`src/rtl/bus_arbiter16.sv`:
```
// Round-robin arbiter for a shared, registered 16-bit bus with bounded tenure.
// One-hot grants, an owner index and a steered data word, all registered.
module bus_arbiter16 #(
    parameter int NREQ     = 4,
    parameter int IDXW     = 2,
    parameter int MAX_HOLD = 8
) (
    input  logic                 clock,
    input  logic                 reset,
    input  logic [NREQ-1:0]      req,
    input  logic [16*NREQ-1:0]   data,
    output logic [NREQ-1:0]      gnt,
    output logic [IDXW-1:0]      owner,
    output logic [15:0]          out,
    output logic                 out_valid
);

    localparam logic [0:0] ST_IDLE  = 1'b0;
    localparam logic [0:0] ST_GRANT = 1'b1;

    localparam logic [NREQ-1:0] ONE_HOT_0 = {{(NREQ-1){1'b0}}, 1'b1};

    logic [0:0]      state_q,     state_d;
    logic [IDXW-1:0] rr_ptr_q,    rr_ptr_d;
    logic [7:0]      hold_cnt_q,  hold_cnt_d;
    logic [NREQ-1:0] gnt_q,       gnt_d;
    logic [IDXW-1:0] owner_q,     owner_d;
    logic [15:0]     out_q,       out_d;
    logic            out_valid_q, out_valid_d;

    logic [IDXW-1:0] winner;
    logic            any_req;
    logic [15:0]     owner_word;
    logic            owner_req;
    logic            others_req;
    logic [IDXW-1:0] next_ptr;

    // Scan from rr_ptr upward with wrap; the first asserted request wins.
    // NOTE: every always_comb output gets a default first so no path infers a latch.
    always_comb begin
        winner  = '0;
        any_req = 1'b0;
        for (int k = 0; k < NREQ; k++) begin
            int idx;
            idx = int'(rr_ptr_q) + k;
            if (idx >= NREQ) idx = idx - NREQ;
            if (!any_req && req[idx]) begin
                any_req = 1'b1;
                winner  = IDXW'(idx);
            end
        end
    end

    always_comb begin
        owner_word = '0;
        owner_req  = 1'b0;
        for (int i = 0; i < NREQ; i++) begin
            if (owner_q == IDXW'(i)) begin
                owner_word = data[16*i +: 16];
                owner_req  = req[i];
            end
        end
    end

    assign others_req = |(req & ~gnt_q);
    assign next_ptr   = (owner_q == IDXW'(NREQ-1)) ? '0 : owner_q + 1'b1;

    always_comb begin
        state_d     = state_q;
        rr_ptr_d    = rr_ptr_q;
        hold_cnt_d  = hold_cnt_q;
        gnt_d       = gnt_q;
        owner_d     = owner_q;
        out_d       = out_q;
        out_valid_d = 1'b0;

        case (state_q)
            ST_IDLE: begin
                gnt_d = '0;
                if (any_req) begin
                    gnt_d      = ONE_HOT_0 << winner;
                    owner_d    = winner;
                    hold_cnt_d = 8'd1;
                    state_d    = ST_GRANT;
                end
            end
            default: begin
                if (!owner_req) begin
                    gnt_d    = '0;
                    rr_ptr_d = next_ptr;
                    state_d  = ST_IDLE;
                end else begin
                    out_d       = owner_word;
                    out_valid_d = 1'b1;
                    if (hold_cnt_q == 8'(MAX_HOLD) && others_req) begin
                        gnt_d    = '0;
                        rr_ptr_d = next_ptr;
                        state_d  = ST_IDLE;
                    end else if (hold_cnt_q < 8'(MAX_HOLD)) begin
                        hold_cnt_d = hold_cnt_q + 8'd1;
                    end
                end
            end
        endcase
    end

    // NOTE: sequential state uses non-blocking assignments so all registers update together.
    always_ff @(posedge clock) begin
        if (reset) begin
            state_q     <= ST_IDLE;
            rr_ptr_q    <= '0;
            hold_cnt_q  <= '0;
            gnt_q       <= '0;
            owner_q     <= '0;
            out_q       <= '0;
            out_valid_q <= 1'b0;
        end else begin
            state_q     <= state_d;
            rr_ptr_q    <= rr_ptr_d;
            hold_cnt_q  <= hold_cnt_d;
            gnt_q       <= gnt_d;
            owner_q     <= owner_d;
            out_q       <= out_d;
            out_valid_q <= out_valid_d;
        end
    end

    assign gnt       = gnt_q;
    assign owner     = owner_q;
    assign out       = out_q;
    assign out_valid = out_valid_q;

endmodule

```
`config.mk`:
```
export PLATFORM = sky130hd
export DESIGN_NAME = bus_arbiter16
export DESIGN_NICKNAME = d
export VERILOG_FILES = /design/src/rtl/bus_arbiter16.sv
export SDC_FILE = /design/constraint.sdc
export NUM_CORES = 1
export LEC_CHECK = 0
export BUFFER_PORTS_ARGS = -buffer_cell sky130_fd_sc_hd__buf_4
export CAP_MARGIN = 40
export CORE_MARGIN = 2
export CORE_UTILIZATION = 50
export CTS_CLUSTER_DIAMETER = 100
export DETAILED_ROUTE_END_ITERATION = 12
export PLACE_DENSITY = 0.95
export SYNTH_ARGS = -nofsm -noshare
export SYNTH_HDL_FRONTEND = slang
export SYNTH_SLANG_ARGS = --single-unit
```
`constraint.sdc`:
```
create_clock -name clock -period 3.5 [get_ports clock]
set_input_delay 0.175 -clock clock [delete_from_list [all_inputs] [get_ports clock]]
set_output_delay 0.175 -clock clock [all_outputs]
set_load 0.005 [all_outputs]
```
==> results of run 1 <==
==> Yosys cell counts (2+ instances only) <==
library cell and instances:
a211oi_1 17, a21oi_1 24, a221oi_1 15, and2_1 3, and3_1 2, buf_2 5, buf_4 2, clkbuf_1 11
dfxtp_1 34, ha_1 6, inv_1 12, nand2_1 10, nand2b_1 6, nand3_1 5, nor2_1 21, nor2b_1 15
nor3_1 17, o21ai_0 5, o21ai_2 2, o22ai_1 2, o32ai_1 3
==> state kept, by name, summed over array words and instances, names as in the netlist <==
name	flops
gnt	4
owner	2
rr_ptr_q	2
hold_cnt_q	8
state_q	1
out_valid	1
out	16
==> through the flow <==
| step | util [%] | cell area (um2) | hold WS [ns] |
|---|---|---|---|
| 2_1_floorplan | - | 1940 | 0.355 |
| 5_1_grt | 74.1 | 2730 | 0.243 |
| 3_5_place_dp | 71.6 | 2640 | 0.456 |
| 4_1_cts | 74.1 | 2730 | 0.245 |
| 3_3_place_gp | 71.2 | 2630 | 0.450 |
| 6_report | 74.1 | 2730 | 0.248 |
==> worst max path at each step <==
| stage | slack (ns) | end | cells after the start |
|---|---|---|---|
| 6_report | 0.90 | out[6] | 7 |
| 3_5_place_dp | 0.98 | out[4] | 7 |
| 5_1_grt | 0.76 | out[6] | 7 |
| 2_1_floorplan | 1.59 | hold_cnt_q[0] | 9 |
| 3_3_place_gp | 0.99 | out[1] | 8 |
| 4_1_cts | 0.91 | out[6] | 7 |
==> tightest hold or removal path, delay by kind of cell <==
kind / cells / cell delay [ns]
compound gates: 2 / 0.21
buf+inv: 1 / 0.11
==> report_power, final <==
| group | internal [uW] | total, uW | switching [uW] |
|---|---|---|---|
| Sequential | 421 | 447 | 25.8 |
| Clock | 158 | 292 | 134 |
| Combinational | 174 | 343 | 169 |
==> kinds of logic (layout without fill, tap and decap cells) <==
group | Yosys count | count (layout)
fa+ha+maj | 6 | 6
simple gates | 85 | 85
compound gates | 80 | 80
flops | 34 | 34
mux | 2 | 2
buf+inv | 30 | 115
==> per-layer routing <==
metal / track usage [%] / vias to the layer above / share of wire, %
li1: - / 1045 / -
met1: 34.0 / 962 / 42
met2: 40.6 / 87 / 50
met3: 4.26 / 9 / 6.0
met4: 10.2 / 0 / 2.2
met5: 0 / - / 0
==> area by class of cell <==
type / count / area (um2) / share of cell area [%]
tap: 48 / 60.1 / 2.20
sequential: 34 / 681 / 24.9
timing repair buffer: 95 / 721 / 26.4
multi-input combinational: 173 / 1130 / 41.5
clock buffer: 7 / 86.3 / 3.16
clock inverter: 1 / 5.00 / 0.183
inverter: 12 / 45.0 / 1.65
==> run summary, run 1 <==
first-pass GRT wire length - 8.51 mm
Critical path buffers and inverters - 1
minimum clock period - 2.60 ns
DP Wirelength - 4.30 mm
Synth Net Count - 313
max-cap violations - 0
Synthesis Warnings - 0
die area - 4400 um2
Hold Startpoint - data[60]
reg-to-reg setup timing slack - 0.90 ns
clock root cell - clkbuf_8
final net count - 397
Final period util - 74.2%
wire length per cell - 15.1 um
CTS Buffer Depth - 2
drt drc - 0
critical path required time - 3.69 ns
Final WS setup - 0.904 ns
initial DRC count - 73
die height - 66.3 um
library cells used by synthesis - 41
Vias/cell - 5.68
delay of the slowest cell on the worst path - 0.67 ns
Detailed Route WL - 5.58 mm
Synth-to-Final Area Change - 40.7%
final cell count without fillers - 370
Die Span X - 66.3 um
Post-Synth Simple-Gate Area - 22.7%
CTS clk-pin slew, worst paths - 0.07 ns
terminus of the critical flop-to-flop path - out[6]
sequential share of the synthesized area - 35.1%
number of I/O port buffers - 92
Starting Density - 52.6%
Hold Path Class - input port to flip-flop
Slew Limit Fails - 0
Synth Area per Inst - 8.19 um2
share of cells above drive strength 1 - 34.8%
number of clock sinks - 34
Final setup viols - 0
num rows - 22
startpoint types - flip-flop
crit path kind - flip-flop to flip-flop
Final Hold Vio Count - 0
Async S/R FF share, synth - 0%
largest net degree at the start of global routing - 35
Crit. Startpoint - owner[0]
RSZ-0062 raised after global routing - false
xor and xnor area share after synthesis - 0%
register bit total from synthesis - 34
Power Dens Cells - 396 nW/um2
vias in the first global route - 1,866
CTS tree - built
Synth Area in Adders - 3.87%
run status - complete, no violations
hold endpoint - out[12]
hold depth - 3
FILL cells - 299
slowest CP cell - ha_1
Worst Path Arrival - 2.78 ns
Ports - 93
critical path fanouts, max - 27
delay-heaviest family, CP - adder cells
Syn Std Cell Area - 1940 um2
Post-Synthesis Cells - 237
worst IR drop on VDD - 189 uV
area leader, netlist - dfxtp_1
slew margin rel. - 43.6%
total grt overflow - 0
Synth Flop Type - dfxtp_1
mux cell area share after synthesis - 1.29%
# H-tree levels - 2
FF-to-FF path depth - 7
Synth top area share - 35.1%
Worst Setup End Kind - flip-flop
total CTS buffers - 5
crit-path cells - ha_1 > a211oi_2 > o21ai_2 > and3_1 > buf_4 > nor2_1 > a211oi_1
number of setup buffers added after CTS - 0
Worst Tran Pin Value - 0.835 ns
CORE AREA - 3690 um2
reg2reg start - owner[0]
Place WS - 0.977 ns
dpl cells - 362
Hold Buf Count CTS - 0
Inserted Diodes - 0
leakage - 0.00117 uW
most frequent cells in the layout - buf_4, dfxtp_1, a21oi_1
f_max - 385 MHz
initial antenna violation count - 0
Worst Skew - 0.00681 ns
largest family of logic cells by synthesized area - compound AO/OA/AOI/OAI gates
commonest non-fill, non-tap cell in the layout - buf_4
Global Route Usage Sum - 25.5%
clk_lat worst skew - 0.29 ns
Via Count - 2,103
DR pass1 iterations - 4
Placer Congestion - 0.887
top cells by area, synth - dfxtp_1, a221oi_1, a211oi_1
TNS Setup - 0 ns
Synth Area in Compound Gates - 30.6%
DRT antenna net count - 0
Resized cells post-CTS - 0
Post-synth EDFFs - 0
Final Power - 1080 uW
Power figures use the tool's default switching activity.
==> run 2: changes to the inputs <==
--- a/config.mk
+++ b/config.mk
@@ -5,13 +5,14 @@
 export SDC_FILE = /design/constraint.sdc
 export NUM_CORES = 1
 export LEC_CHECK = 0
+export ABC_AREA = 1
 export BUFFER_PORTS_ARGS = -buffer_cell sky130_fd_sc_hd__buf_4
 export CAP_MARGIN = 40
 export CORE_MARGIN = 2
-export CORE_UTILIZATION = 50
+export CORE_UTILIZATION = 48
 export CTS_CLUSTER_DIAMETER = 100
 export DETAILED_ROUTE_END_ITERATION = 12
-export PLACE_DENSITY = 0.95
+export PLACE_DENSITY = 0.92
 export SYNTH_ARGS = -nofsm -noshare
 export SYNTH_HDL_FRONTEND = slang
 export SYNTH_SLANG_ARGS = --single-unit
==> constraint.sdc (replaced) <==
create_clock -name clock -period 2.7 [get_ports clock]
set_input_delay 0.135 -clock clock [delete_from_list [all_inputs] [get_ports clock]]
set_output_delay 0.135 -clock clock [all_outputs]
set_load 0.005 [all_outputs]
==> run 2 against run 1 <==
  * Critical path depth rose by 7
  * Clock skew decreased by 0.0026 ns
  * Global-route usage increased by 1.4 points
  * Via count is 23% higher
  * Die area up 14%
  * Sequential share of layout area down 1.7 points
  * Setup slack worse by 0.45 ns
  * Synthesized cell count is 37% higher
  * Clock-buffer cell count decreased by 1
  * Clock power grew 38%
  * First-iteration DRC count grew to 2.8 times the previous value
  * Critical endpoint is now hold_cnt_q[0]
  * Largest power group is now combinational cells
==> run summary, run 2 <==
clk_lat worst skew - 0.29 ns
Synth Net Count - 401
sequential share of the synthesized area - 31.8%
largest net degree at the start of global routing - 36
Worst Skew - 0.00417 ns
minimum clock period - 2.24 ns
library cells used by synthesis - 33
initial DRC count - 204
Syn Std Cell Area - 2140 um2
delay-heaviest family, CP - simple AND/OR/NAND/NOR gates
crit-path cells - inv_1 > ha_1 > inv_1 > nor2_8 > nand2_1 > nand2_1 > nand2_1 > nand2_1 > nand2_1 > clkinv_2 > nand2_2 > nand3_1 > nand3_1 > inv_1
max reg flops - 16
delay of the slowest cell on the worst path - 0.44 ns
Final period util - 83.1%
Post-Synthesis Cells - 325
Die Span X - 70.8 um
number of I/O port buffers - 92
Global Route Usage Sum - 26.9%
DRT antenna net count - 0
Placer Congestion - 0.923
final net count - 487
Synthesis Warnings - 0
Worst Tran Pin Value - 0.601 ns
critical path fanouts, max - 35
commonest non-fill, non-tap cell in the layout - nand2_1
leakage - 0.00143 uW
Via Count - 2,587
vias in the first global route - 2,423
Critical path buffers and inverters - 4
total grt overflow - 0
TNS Setup - 0 ns
cell area after layout - 2930 um2
first-pass GRT wire length - 10.7 mm
run status - complete, no violations
Vias/cell - 5.58
Resized cells post-CTS - 0
CORE AREA - 4320 um2
Synth Flop Type - dfxtp_1
die height - 70.8 um
share of cells above drive strength 1 - 30.3%
Hold Path Class - input port to flip-flop
Synth Area per Inst - 6.59 um2
top cells by area, synth - dfxtp_1, nand2_1, a21oi_1
initial antenna violation count - 0
clock root cell - clkbuf_8
number of clock sinks - 34
Area after DPL - 2840 um2
total CTS buffers - 5
Slew Limit Fails - 0
synth cell count leaders - nand2_1, dfxtp_1, a21oi_1
Final setup viols - 0
FILL cells - 367
Detailed Route WL - 6.70 mm
Place WS - 0.484 ns
CTS tree - built
most frequent CP cell - nand2_1
Inserted Diodes - 0
Synth top area share - 31.8%
f_max - 446 MHz
CTS clk-pin slew, worst paths - 0.07 ns
Final Hold Vio Count - 0
most numerous cell in the Yosys netlist - nand2_1
register bit total from synthesis - 34
die area - 5020 um2
DP Wirelength - 5.09 mm
Async S/R FF share, synth - 0%
max-cap violations - 0
number of setup buffers added after CTS - 0
Worst Setup End Kind - flip-flop
area leader, netlist - dfxtp_1
worst IR drop on VDD - 422 uV
critical path required time - 2.89 ns
DR pass1 iterations - 5
Worst Path Arrival - 2.44 ns
num rows - 24
Hold Buf Count CTS - 0
CTS Buffer Depth - 2
Synth-to-Final Area Change - 36.8%
Power Dens Cells - 969 nW/um2
Post-synth EDFFs - 0
crit path kind - flip-flop to flip-flop
drt drc - 0
most frequent cells in the layout - nand2_1, buf_4, dfxtp_1
Starting Density - 49.6%
wire length per cell - 14.4 um
Final WS setup - 0.457 ns
# H-tree levels - 2
RSZ-0062 raised after global routing - false
slew margin rel. - 59.9%
slowest CP cell - dfxtp_1
startpoint types - flip-flop
Ports - 93
run 2: changes by cell type after synthesis, sizes merged, moves of 16 or more:
cell and change:
nor3 -16, a211oi -18, nand2 +108, o211ai +16
nor2b -16
run 2: cells by family after synthesis:
| family | count (synthesis) | synth area share (%) |
|---|---|---|
| AO/OA/AOI/OAI | 79 | 21.4 |
| XOR/XNOR | 1 | 0.409 |
| adder cells (fa/ha/maj) | 6 | 3.50 |
| buffers and inverters | 43 | 8.76 |
| flip-flops | 34 | 31.8 |
| AND/OR/NAND/NOR | 162 | 34.2 |
run 2: worst reg2reg max path: stages, from the launching register on:
cell and delay [ns]:
dfxtp_1 0.44, inv_1 0.11, ha_1 0.20, inv_1 0.14
nor2_8 0.09, nand2_1 0.08, nand2_1 0.05, nand2_1 0.05
nand2_1 0.06, nand2_1 0.11, clkinv_2 0.33, nand2_2 0.26
nand3_1 0.10, nand3_1 0.08, inv_1 0.05
run 2: through the flow:
step	hold WS, ns	instances	power [uW]	util [%]
floorplan	0.298	325	1880	-
global placement	0.390	456	2340	65.6
detailed placement	0.396	456	2410	65.6
CTS	0.0957	464	2820	67.8
global route	0.105	464	3050	67.8
finish	0.100	464	2840	67.8
run 2: layout make-up:
type / count / area (um2) / share of cell area (%)
clock buffers: 6 / 82.6 / 2.82
clock inverters: 2 / 12.5 / 0.427
inverters: 27 / 103 / 3.50
multi-input cells: 248 / 1270 / 43.5
flip-flops and latches: 34 / 681 / 23.2
well taps: 52 / 65.1 / 2.22
repair buffers: 95 / 713 / 24.3
run 2: worst paths after layout:
check                 from       endpoint  slack [ns]  cells past startpoint
max reg2reg       owner[0]  hold_cnt_q[0]        0.46                     14
max               owner[0]  hold_cnt_q[0]        0.46                     14
min reg2reg  hold_cnt_q[4]  hold_cnt_q[4]        0.44                      2
min                  reset  hold_cnt_q[5]        0.10                      2
run 2: layer usage:
metal / vias up / track usage (%) / share of wire, %
li1: 1253 / - / -
met1: 1153 / 31.0 / 38
met2: 156 / 46.2 / 49
met3: 25 / 5.98 / 8.8
met4: 0 / 14.3 / 4.3
met5: - / 0 / 0
run 2: where the power goes:
part	total [uW]	leakage [uW]	switching, uW	internal, uW
clock network	403	0.0000472	198	205
registers	805	0.000278	144	660
logic	1630	0.00111	998	634
total	2840	0.00143	1340	1500
==> run 3: changes to the inputs <==
--- a/config.mk
+++ b/config.mk
@@ -9,10 +9,10 @@
 export BUFFER_PORTS_ARGS = -buffer_cell sky130_fd_sc_hd__buf_4
 export CAP_MARGIN = 40
 export CORE_MARGIN = 2
-export CORE_UTILIZATION = 48
+export CORE_UTILIZATION = 43
 export CTS_CLUSTER_DIAMETER = 100
 export DETAILED_ROUTE_END_ITERATION = 12
-export PLACE_DENSITY = 0.92
+export PLACE_DENSITY = 0.87
 export SYNTH_ARGS = -nofsm -noshare
 export SYNTH_HDL_FRONTEND = slang
 export SYNTH_SLANG_ARGS = --single-unit
==> constraint.sdc (replaced) <==
create_clock -name clock -period 1.9 [get_ports clock]
set_input_delay 0.095 -clock clock [delete_from_list [all_inputs] [get_ports clock]]
set_output_delay 0.095 -clock clock [all_outputs]
set_load 0.005 [all_outputs]
==> run 3 against run 2 <==
  * Die area rose by 11%
  * Critical endpoint is now out[2]
  * Clock power is 66% higher
  * Global-route usage fell by 3.7 points
  * Combinational power rose by 50%
  * Fmax rose by 31%
  * Register-to-register slack got worse by 0.26 ns
  * Wire length down 6.0%
  * Clock-buffer cell count is the same
  * Sequential cell count unchanged
  * Non-clock buffer count rose by 8
  * Clock skew is 0.0023 ns higher
==> run summary, run 3 (same netlist as run 2, synthesis figures left out) <==
run status - complete, no violations
total CTS buffers - 5
Placer Congestion - 0.920
die height - 74.6 um
Power Dens Cells - 1380 nW/um2
max-cap violations - 0
Ports - 93
crit path kind - flip-flop to flip-flop
worst IR drop on VDD - 653 uV
TNS Setup - 0 ns
total grt overflow - 0
Worst Setup End Kind - flip-flop
Vias/cell - 5.16
final cell count without fillers - 486
critical path required time - 2.06 ns
delay-heaviest family, CP - buffers and inverters
initial antenna violation count - 0
num rows - 25
DR pass1 iterations - 5
number of clock sinks - 34
Worst Tran Pin Value - 0.607 ns
CTS tree - built
dpl cells - 477
Hold Path Class - input port to flip-flop
delay of the slowest cell on the worst path - 0.37 ns
drt drc - 0
Final setup viols - 0
Via Count - 2,506
CTS Buffer Depth - 2
Synth-to-Final Area Change - 42.3%
DRT antenna net count - 0
CTS clk-pin slew, worst paths - 0.07 ns
minimum clock period - 1.71 ns
# H-tree levels - 2
Global Route Usage Sum - 23.2%
Detailed Route WL - 6.30 mm
leakage - 0.00148 uW
crit-path cells - inv_1 > ha_1 > inv_2 > nor2_8 > nand2_1 > nand2_1 > nand2_1 > nand2_1 > nand2_1 > clkinv_2 > buf_12 > o21ai_0 > a31oi_1
f_max - 585 MHz
Worst Path Arrival - 1.86 ns
max reg flops - 16
CORE AREA - 4750 um2
wire length per cell - 13.0 um
commonest non-fill, non-tap cell in the layout - nand2_1
number of I/O port buffers - 92
Critical path buffers and inverters - 4
slew margin rel. - 59.5%
Final WS setup - 0.192 ns
FILL cells - 436
clk_lat worst skew - 0.27 ns
Starting Density - 45.1%
Inserted Diodes - 0
Place WS - 0.0827 ns
initial DRC count - 145
first-pass GRT wire length - 9.98 mm
Final period util - 89.9%
vias in the first global route - 2,220
most frequent CP cell - nand2_1
slowest CP cell - dfxtp_1
Final Power - 4220 uW
startpoint types - flip-flop
final net count - 495
most frequent cells in the layout - nand2_1, buf_4, dfxtp_1
clock root cell - clkbuf_8
die area - 5570 um2
Final Hold Vio Count - 0
share of cells above drive strength 1 - 32.2%
Worst Skew - 0.00643 ns
DP Wirelength - 4.95 mm
register area - 681 um2
area taken by multi-input logic gates - 1280 um2
largest net degree at the start of global routing - 35
critical path fanouts, max - 34
Die Span X - 74.6 um
Slew Limit Fails - 0
RSZ-0062 raised after global routing - false
run 3: where the power goes:
group	leakage, uW	internal (uW)	switching (uW)	total [uW]
logic	0.00115	1000	1440	2440
registers	0.000278	938	179	1120
clock network	0.0000573	420	248	667
total	0.00148	2360	1860	4220
run 3: layout make-up:
cell class,instances,share of cell area (%)
multi-input cells,248,42.0
repair buffers,103,25.8
flip-flops and latches,34,22.3
inverters,27,3.49
well taps,67,2.75
clock buffers,6,2.71
clock inverters,1,0.985
run 3: final timing paths:
check | from | end | slack, ns | cells past startpoint
setup / recovery | owner[0] | out[2] | 0.19 | 13
hold / removal | reset | hold_cnt_q[5] | 0.08 | 2
setup reg to reg | owner[0] | out[2] | 0.19 | 13
hold reg to reg | hold_cnt_q[4] | hold_cnt_q[4] | 0.45 | 2
run 3: routing by layer:
metal  up-vias  share of wire [%]  global-route usage, %
met5         -                  0                      0
met4         0                2.2                   6.35
met3        10                8.6                   5.42
met2       116                 49                   39.8
met1      1112                 40                   29.2
li1       1268                  -                      -
run 3: through the flow:
stage	cell area, um2	util, %	hold slack, ns
3_3_place_gp	2900	61.0	0.353
3_5_place_dp	2900	61.0	0.367
2_1_floorplan	2140	-	0.258
4_1_cts	3010	63.4	0.0706
6_report	3050	64.1	0.0773
5_1_grt	3050	64.1	0.0801
run 3: timing repair:
action,in CTS,in global routing
hold endpoints to repair,0,0
hold buffers,0,0
endpoints found under the setup margin,0,20
setup buffers,0,2
resized for setup,0,10
